### src/rtl/otp_ctrl_edn_packer.sv
// otp_ctrl_edn_packer: shared EDN entropy front-end for OTP controller consumers.
// Arbitrates round-robin among NumReq requesters, fetches NumBeats EDN beats per
// grant, packs them LSB-first into one OutWidth word and returns it with a
// single-cycle ack to the granted requester.
// Optional feature macro: OTP_CTRL_EDN_PACKER_WIPE_EN (clears the packed word
// and FIPS accumulator outside the ack cycle).
module otp_ctrl_edn_packer #(
   parameter int NumReq      = 2,
   parameter int EdnBusWidth = 32,
   parameter int OutWidth    = 64
) (
   input  logic                   clk_i,
   input  logic                   rst_ni,
   input  logic [NumReq-1:0]      req_i,
   output logic [NumReq-1:0]      ack_o,
   output logic [OutWidth-1:0]    data_o,
   output logic                   fips_o,
   output logic                   edn_req_o,
   input  logic                   edn_ack_i,
   input  logic [EdnBusWidth-1:0] edn_bus_i,
   input  logic                   edn_fips_i,
   output logic                   fsm_err_o
);

   localparam int NumBeats = OutWidth / EdnBusWidth;
   localparam int CntW     = $clog2(NumBeats + 1);
   localparam int IdxW     = (NumReq > 1) ? $clog2(NumReq) : 1;

   // Elaboration-time guard: the word must be a whole number of EDN beats.
   if ((OutWidth % EdnBusWidth) != 0 || OutWidth < EdnBusWidth) begin : g_bad_width
      $error("OutWidth must be a non-zero integer multiple of EdnBusWidth");
   end

   // Sparse state encoding, pairwise Hamming distance >= 3, so a single
   // upset can never turn one legal state into another.
   typedef enum logic [4:0] {
      IdleSt  = 5'b00111,
      FetchSt = 5'b11100,
      AckSt   = 5'b10010,
      ErrorSt = 5'b01001
   } state_e;

   logic [4:0]          r_state;
   logic [IdxW-1:0]     r_ptr;
   logic [IdxW-1:0]     r_gnt;
   logic [CntW-1:0]     r_cnt;
   logic [OutWidth-1:0] r_data;
   logic                r_fips;
   logic [NumReq-1:0]   r_ack;
   logic                r_err;

   logic                w_any;
   logic [IdxW-1:0]     w_gnt_idx;
   logic [IdxW-1:0]     w_k;
   logic [IdxW-1:0]     w_ptr_next;
   logic [NumReq-1:0]   w_gnt_oh;
   logic [OutWidth-1:0] w_shift;

   // Round-robin search: first set request at or after the pointer, wrapping.
   always_comb begin
      // NOTE: every variable gets a default before the loop so no latch is inferred.
      w_any     = 1'b0;
      w_gnt_idx = '0;
      w_k       = '0;
      for (int i = 0; i < NumReq; i++) begin
         w_k = IdxW'((int'(r_ptr) + i) % NumReq);
         if (!w_any && req_i[w_k]) begin
            w_any     = 1'b1;
            w_gnt_idx = w_k;
         end
      end
   end

   assign w_ptr_next = (r_gnt == IdxW'(NumReq - 1)) ? '0 : r_gnt + 1'b1;
   assign w_gnt_oh   = NumReq'(1) << r_gnt;

   // New beat enters at the top, so beat 0 ends up in the LSBs.
   if (NumBeats > 1) begin : g_shift
      assign w_shift = {edn_bus_i, r_data[OutWidth-1:EdnBusWidth]};
   end else begin : g_single
      assign w_shift = edn_bus_i;
   end

   // Control FSM, arbitration state, beat packing and registered outputs.
   always_ff @(posedge clk_i or negedge rst_ni) begin
      if (!rst_ni) begin
         r_state <= IdleSt;
         r_ptr   <= '0;
         r_gnt   <= '0;
         r_cnt   <= '0;
         r_data  <= '0;
         r_fips  <= 1'b0;
         r_ack   <= '0;
         r_err   <= 1'b0;
      end else begin
         // NOTE: non-blocking assignments keep every register sampling pre-edge values.
         r_ack <= '0;
         case (r_state)
            IdleSt: begin
               if (w_any) begin
                  r_gnt   <= w_gnt_idx;
                  r_cnt   <= '0;
                  r_fips  <= 1'b1;
                  r_state <= FetchSt;
`ifdef OTP_CTRL_EDN_PACKER_WIPE_EN
                  r_data  <= '0;
`endif
               end
            end
            FetchSt: begin
               if (edn_ack_i) begin
                  r_data <= w_shift;
                  r_fips <= r_fips & edn_fips_i;
                  r_cnt  <= r_cnt + 1'b1;
                  if (r_cnt == CntW'(NumBeats - 1)) begin
                     r_state <= AckSt;
                     r_ack   <= w_gnt_oh;
                  end
               end
            end
            AckSt: begin
               r_ptr   <= w_ptr_next;
               r_state <= IdleSt;
`ifdef OTP_CTRL_EDN_PACKER_WIPE_EN
               r_data  <= '0;
               r_fips  <= 1'b0;
`endif
            end
            ErrorSt: begin
               r_err <= 1'b1;
            end
            default: begin
               r_state <= ErrorSt;
               r_err   <= 1'b1;
            end
         endcase
      end
   end

   assign ack_o     = r_ack;
   assign data_o    = r_data;
   assign fips_o    = r_fips;
   assign edn_req_o = (r_state == FetchSt);
   assign fsm_err_o = r_err;

   // Output protocol invariants.
   a_ack_onehot0 : assert property (@(posedge clk_i) disable iff (!rst_ni) $onehot0(ack_o));
   a_ack_known   : assert property (@(posedge clk_i) disable iff (!rst_ni) !$isunknown(ack_o));
   a_req_known   : assert property (@(posedge clk_i) disable iff (!rst_ni) !$isunknown(edn_req_o));

endmodule

### config.mk
export PLATFORM = sky130hd
export DESIGN_NAME = otp_ctrl_edn_packer
export DESIGN_NICKNAME = d
export VERILOG_FILES = /design/src/rtl/otp_ctrl_edn_packer.sv
export SDC_FILE = /design/constraint.sdc
export NUM_CORES = 1
export LEC_CHECK = 0
export ABC_CLOCK_PERIOD_IN_PS = 2300
export CAP_MARGIN = 20
export CORE_MARGIN = 4
export CORE_UTILIZATION = 40
export CTS_BUF_LIST = sky130_fd_sc_hd__clkbuf_4
export DETAILED_ROUTE_END_ITERATION = 8
export PLACE_DENSITY = 0.82
export REMOVE_ABC_BUFFERS = 1
export SLEW_MARGIN = 20
export SYNTH_ARGS = -nofsm -noshare
export SYNTH_HDL_FRONTEND = slang
export SYNTH_SLANG_ARGS = --single-unit
export TNS_END_PERCENT = 20
### constraint.sdc
create_clock -name clk_i -period 2.3 [get_ports clk_i]
set_input_delay 0.69 -clock clk_i [delete_from_list [all_inputs] [get_ports clk_i]]
set_output_delay 0.69 -clock clk_i [all_outputs]
set_load 0.02 [all_outputs]
### Yosys cells after proc, flatten, opt, wreduce, memory -nomap -nowiden

Cells that the tools add are included.

* bits of input ports: 38
* logic and storage cells: 54
* register bits after elaboration: 77
* output and inout port bits: 69

* mux-type cells: 22
* $add $sub $neg: 3
* $lt $le $gt $ge: 2
* shift operators: 1
* eq/ne operators: 8
* reductions and logical operators: 8
* bitwise gates (word level): 2

Operators by type and width (count)
* 5-bit case mux with 4 select lines: 1
* 5-bit 2-to-1 mux: 3
* 1-bit 2-to-1 mux: 11
* 5-bit == test (second input constant): 2
* 2-bit 2-to-1 mux: 5
* 5-bit by 3-bit == test with 1-bit output (second input constant): 1
* 5-bit by 4-bit == test with 1-bit output (second input constant): 1
* 1-bit by 2-bit less-than comparator with 1-bit output (second input constant): 2
* 2-bit by 1-bit != test with 1-bit output (second input constant): 2
* 2-bit case mux with 2 select lines: 1
* 2-bit AND reduction: 2
* 4-bit AND reduction: 1
* 3-bit AND reduction: 1
* 3-bit OR reduction: 1
* 1-bit adder (second input constant): 2
* 2-bit by 1-bit adder with 2-bit output (second input constant): 1
* 2-bit by 1-bit == test with 1-bit output (second input constant): 1
* 2-bit != test (second input constant): 1
* 1-bit case mux with 2 select lines: 1
* 2-bit nonzero test: 1
* 1-bit by 1-bit << shifter with 2-bit output (first input constant): 1
* 1-bit AND: 1
* 1-bit logical AND: 1
* 1-bit zero test: 1
* 1-bit inverter: 1

### Depth between registers and ports, before layout

Gate-level depths: netlist of the first run.

* depth in word-level cells: 8
* depth in mapped cells: 6
* gate-level depth less buffers: 5

### Least setup slack after synthesis of the first run

No wires, ideal clock.

* kind: register to output
* start: register r_state[1]
* end: output edn_req_o
* cell stages (with the launch flop): 4
* data arrival time: 0.982 ns
* data required time: 1.610 ns
* path slack: 0.628 ns
* path buffers: 0
* cell sequence: dfstp_2 > and2b_1 > nand3_1 > inv_1

* cells in the longest elaborated chain, start to end: 1

Ends and longest elaborated chain
* start, declared: line 43 `logic [4:0] r_state;`
* start signal, assigned: line 87 `r_state <= IdleSt;`
* start signal, assigned: line 104 `r_state <= FetchSt;`
* start signal, assigned: line 116 `r_state <= AckSt;`
* 5-bit == test: line 143 `assign edn_req_o = (r_state == FetchSt);`
* end, declared: line 18 `output logic edn_req_o,`

Every way passes these cells.

### Worst setup path after layout of the first run

Same ends and word-level chain as after synthesis.

==> results of run 1 <==
state kept, by name (all words and copies together) (netlist names):
register	count
data_o	64
r_state	5
ack_o	2
r_cnt	2
fips_o	1
fsm_err_o	1
r_gnt	1
r_ptr	1
report_power, final:
group	total [µW]	switching [µW]	leakage [µW]	internal (µW)
logic	109	44.4	0.00103	64.3
registers	1360	1.37	0.00105	1360
clock network	880	436	0.0000852	444
worst paths after layout:
path                                        start  slack [ns]  cells past startpoint                      to
min in group clk_i              r_ptr$_DFFE_PN0P_        0.50                      2       r_ptr$_DFFE_PN0P_
max                        r_state[1]$_DFFE_PN1P_        0.12                      4               edn_req_o
max reg2reg                r_state[1]$_DFFE_PN1P_        0.57                      4    r_cnt[0]$_DFFE_PN0P_
min                                        rst_ni        0.24                      1   data_o[7]$_DFFE_PN0P_
max in group asynchronous                  rst_ni        1.45                      2  data_o[37]$_DFFE_PN0P_
min reg2reg                     r_ptr$_DFFE_PN0P_        0.50                      2       r_ptr$_DFFE_PN0P_
cell families after synthesis:
| kind of cell | share of synthesized area |
|---|---|
| compound gates | 0.02948 |
| simple gates | 0.03956 |
| flops | 0.6229 |
| buf+inv | 0.02422 |
| xor+xnor | 0.002827 |
| mux | 0.2769 |
| fa+ha+maj | 0.004036 |
area by class of cell:
type	count	area (µm²)
flip-flops and latches	77	1931
repair buffers	111	1129
well taps	99	123.9
inverters	4	15.01
clock inverters	6	77.57
fillers	607	2955
clock buffers	10	75.07
multi-input cells	100	1102
per-stage QoR:
step / std cells / total power [µW]
4_1_cts: 407 / 2380
5_1_grt: 407 / 2466
2_1_floorplan: 181 / 1393
3_3_place_gp: 391 / 1493
3_5_place_dp: 391 / 1495
6_report: 407 / 2347
Yosys cell counts:
cell type,number,area (µm²)
inv_1,4,15.01
nor3_1,1,5.000
dfrtp_1,74,1852
and2b_1,1,7.510
nand4_2,1,12.51
mux2i_1,1,10.01
xor2_1,1,8.760
nor2b_4,1,13.76
nor3b_1,1,7.510
and4_1,1,8.760
a31o_2,1,8.760
nand3_1,3,15.01
a21o_1,1,7.510
a22o_2,1,10.01
a41oi_1,1,8.760
buf_2,3,15.01
and3_4,1,11.26
ha_1,1,12.51
dfstp_2,3,78.83
a21oi_1,2,10.01
nor2_1,1,3.750
o21ai_0,3,15.01
nor2b_1,1,6.260
and2b_2,1,8.760
nand2_1,4,15.01
buf_6,4,45.04
o211ai_1,1,7.510
o2bb2ai_1,2,17.52
mux2_2,38,427.9
mux2_4,28,420.4
nand3b_1,1,7.510
a31oi_1,1,6.260
per-layer routing:
metal	share of wire	wire (µm)	vias to the layer above	GRT usage
li1	-	-	900	-
met1	0.41	2665	985	0.1851
met2	0.50	3238	64	0.2294
met3	0.080	522	5	0.04848
met4	0.0091	59	0	0.05687
met5	0	0	-	0
==> flow_summary_export.csv, run 1 <==
group,metric,value,unit
run_status,status,"finished clean",
floorplanning,rows,31,
floorplanning,num_io_pins,107,
critical_path,critPathBufInv,2,
sta,whs,0.2449,ns
critical_path,crit_chain,"and2b_1, nand3_1, inv_1, buf_2",
clocking,clockBufferDepth,2,
floorplanning,die_h,96.03,µm
clocking,cts_root_buffer,"clkbuf_4",
clocking,worstSkewPairLatency,0.40,ns
clocking,postCtsResizedCells,4,
sta,tns,0,ns
global_route,gr-total-overflow,0,
placement,dpl_cell_area,4305,µm²
critical_path,cp_data_arrival_time,1.49,ns
finish,area_growth,43.68,%
pwr,leakagePower,0.002166,µW
yosys,yosysUniqueCellTypes,32,
global_route,grt_pass1_vias,2012,
sta,finClkSkew,0.02017,ns
global_route,grt_util_all_layers,0.1457,
finish,final_core_util,0.6011,
clocking,post-cts-setup-buffer-count,0,
clocking,cts_made_buffers,9,
detailed_routing,drt_iter0_markers,25,
yosys,syn-instance-count,188,
critical_path,endpoint_kind,"output pin",
placement,port_buffers,106,
detailed_routing,num_vias,1954,
finish,final_cell_mix,"clkdlybuf4s50_1, dfrtp_1, mux2_2",
yosys,yosys_warnings,0,
sta,timing.fmax,458.8,MHz
sta,drv_slew,0,
finish,layout_commonest_cell,"clkdlybuf4s50_1",
detailed_routing,post-route-drc-count,0,
floorplanning,initial_utilization,0.4183,
finish,nets,342,
critical_path,cpLargestDelayFamily,"flip-flops",
clocking,cts_tree,"yes",
global_route,antenna_found_initial,0,
placement,post-place-ws,0.1089,ns
detailed_routing,wl_per_cell,15.93,µm
global_route,grt_pass1_wl,10.09,mm
floorplanning,dieArea,9221,µm²
pwr,vdd_drop_max,0.0003073,V
yosys,synth.avg_cell_area,16.49,µm²
critical_path,worstSetupStartpointType,"register",
clocking,ctsHoldBuffers,0,
global_route,grt_max_degree,40,
critical_path,max_stage_delay,0.54,ns
floorplanning,die-width,96.03,µm
yosys,synthesis.area,3099,µm²
finish,drive_above_1_share,0.3117,
clocking,clk_pin_slew,0.12,ns
yosys,ys_ff_latch,77,
finish,fin_area,4453,µm²
placement,gp_congestion,0.8100,
detailed_routing,wl,6.485,mm
detailed_routing,final_antenna_net_count,0,
critical_path,cp_slowest_cell,"dfstp_2",
placement,dp_hpwl,4.773,mm
detailed_routing,drt_pass1_iterations,4,
clocking,htreeDepth,3,
sta,hold_viol,0,
floorplanning,core,7408,µm²
sta,setup_viol,0,
sta,worst_slew_pin_slew,0.5208,ns
clocking,cts_sinks,77,
sta,finalCriticalPeriod,2.180,ns
min_path,hold_class,"input pin to asynchronous set/reset pin",
sta,slew_headroom,0.6528,
sta,final.period_utilization,0.9477,
finish,diodes,0,
sta,rsz0062_at_grt,"false",
sta,timing.final.ws_setup,0.1202,ns
yosys,synth_seq_area_share,0.6229,
pwr,powerDensity,527.0,nW/µm²
flow_run,cap_violations,0,
critical_path,required,1.61,ns
critical_path,worstSetupPathType,"register to output pin",
critical_path,crit_fanout,3,
detailed_routing,via_per_inst,4.801,
(Power assumes the default switching activity.)
==> run 2: changes to the inputs <==
CORE_UTILIZATION = 50   (was 40)
PLACE_DENSITY = 0.95   (was 0.82)
==> run 2 against run 1 <==
Against the previous run: combinational power is essentially flat; flip-flop and latch count stayed put; final cell count shrank 5.7%; register-to-register slack about the same; clock power rose by 13%; critical path depth did not move; first-iteration DRC count is 68% higher; sequential power about the same; hold slack better by 0.014 ns; utilization rose by 15 points; critical path type unchanged.
==> flow_summary_export.csv, run 2 (synthesis results as in run 1) <==
group,metric,value,unit
placement,dp_hpwl,4.748,mm
critical_path,crit_fanout,3,
clocking,cts_made_buffers,9,
finish,diodes,0,
detailed_routing,post-route-drc-count,0,
detailed_routing,wl_met3,546,µm
floorplanning,initial_utilization,0.5204,
sta,worst_slew_pin_slew,0.5221,ns
sta,finClkSkew,0.01262,ns
finish,final_cell_mix,"clkdlybuf4s50_1, dfrtp_1, mux2_2",
critical_path,required,1.61,ns
finish,final_core_util,0.7481,
clocking,htreeDepth,3,
finish,drive_above_1_share,0.3139,
pwr,switching_share,0.1968,
global_route,antenna_found_initial,0,
flow_run,cap_violations,0,
sta,finalCriticalPeriod,2.184,ns
min_path,hold_class,"input pin to asynchronous set/reset pin",
sta,final.period_utilization,0.9498,
detailed_routing,final_antenna_net_count,0,
global_route,gr-total-overflow,0,
floorplanning,dieArea,7522,µm²
critical_path,worstSetupStartpointType,"register",
pwr,p_comb_frac,0.045,
pwr,clkPwrFrac,0.403,
pwr,p_int,1975,µW
clocking,cts_sinks,77,
global_route,grt_pass1_wl,10.70,mm
placement,dpl_cell_area,4283,µm²
detailed_routing,drt_iter0_markers,42,
critical_path,cp_data_arrival_time,1.49,ns
sta,setup_viol,0,
clocking,cts_tree,"yes",
clocking,worstSkewPairLatency,0.40,ns
detailed_routing,drt-met1-wl,2.644,mm
detailed_routing,num_vias,1975,
floorplanning,core,5956,µm²
sta,whs,0.2591,ns
floorplanning,rows,28,
clocking,clk_pin_slew,0.11,ns
finish,layout_commonest_cell,"clkdlybuf4s50_1",
sta,timing.final.ws_setup,0.1156,ns
pwr,seqPwrFrac,0.552,
sta,slew_headroom,0.6519,
critical_path,worstSetupPathType,"register to output pin",
finish,largest_reg_flops,64,
detailed_routing,via_per_inst,5.143,
floorplanning,die-width,86.73,µm
detailed_routing,wl,6.469,mm
sta,drv_slew,0,
detailed_routing,drt_pass1_iterations,4,
global_route,grt_max_degree,42,
floorplanning,num_io_pins,107,
clocking,clockBufferDepth,2,
pwr,leakagePower,0.002179,µW
floorplanning,die_h,86.73,µm
placement,port_buffers,106,
clocking,cts_root_buffer,"clkbuf_4",
sta,timing.fmax,457.8,MHz
finish,nets,343,
finish,area_growth,43.76,%
finish,fin_area,4456,µm²
placement,gp_congestion,0.7636,
global_route,grt_pass1_vias,2076,
sta,hold_viol,0,
critical_path,endpoint_kind,"output pin",
detailed_routing,routed-wl-met2,3.163,mm
clocking,post-cts-setup-buffer-count,0,
sta,rsz0062_at_grt,"false",
pwr,p_switching,483.9,µW
pwr,vdd_drop_max,0.0004114,V
global_route,grt_util_all_layers,0.1863,
pwr,powerDensity,551.9,nW/µm²
detailed_routing,top_layer_used,"met4",
detailed_routing,wl_per_cell,16.85,µm
placement,post-place-ws,0.1718,ns
finish,fill_cells,382,
run_status,status,"finished clean",
[run 2: changes by cell type in the layout (fill, tap and decap cells not counted)]
cell       before  now
clkinv_2        2    0
and2b_1         1    0
and2b_2         1    2
buf_4           3    4
bufinv_16       2    3
clkinv_1        2    3
[run 2: what timing repair did]
action,in CTS,in global routing
gates resized for setup,3,2
hold buffers,0,0
endpoints found under the setup margin,1,1
gates cloned,0,0
pin swaps,0,0
[run 2: final cells by class]
class,count,area (µm²),share of cell area
flip-flops and latches,77,1931,0.4333
clock inverters,6,101.3,0.02275
multi-input cells,100,1104,0.2477
inverters,4,15.01,0.003370
clock buffers,10,75.07,0.01685
well taps,75,93.84,0.02106
repair buffers,112,1136,0.2550
[run 2: per-layer routing]
layer  up-vias  global-route usage
met4         0             0.07224
met3        11             0.05038
met5         -                   0
met2        90              0.2900
met1       968              0.2503
li1        906                   -
[run 2: power groups by stage]
stage	sequential [µW]	combinational [µW]	clock, µW
4_1_cts	1360	113	1010
3_5_place_dp	1380	112	0
5_1_grt	1360	122	1060
3_3_place_gp	1380	110	0
6_report	1360	110	991
2_1_floorplan	1390	7.50	0
[run 2: path summary, 6_finish.rpt]
check	startpoint	endpoint	slack (ns)	cells past startpoint
min in group clk_i	fsm_err_o$_DFFE_PN0N_	fsm_err_o$_DFFE_PN0N_	0.49	1
worst min register to register	fsm_err_o$_DFFE_PN0N_	fsm_err_o$_DFFE_PN0N_	0.49	1
worst min-delay path	rst_ni	data_o[13]$_DFFE_PN0P_	0.26	1
max in group asynchronous	rst_ni	data_o[29]$_DFFE_PN0P_	1.46	2
worst max-delay path	r_state[1]$_DFFE_PN1P_	edn_req_o	0.12	4
worst max register to register	r_state[1]$_DFFE_PN1P_	r_cnt[0]$_DFFE_PN0P_	0.57	4
[run 2: critical path: stages (launching register included)]
cell and delay, ns:
dfstp_2 0.54, and2b_2 0.24, nand3_1 0.11, inv_1 0.07, buf_2 0.16
[run 2: metrics by stage]
step	power [µW]	std cells	setup TNS [ns]
after floorplan	1393	181	-44.48
final	2459	384	0
after global routing	2541	384	0
after CTS	2484	384	0
after detailed placement	1496	368	0
after global placement	1494	368	0
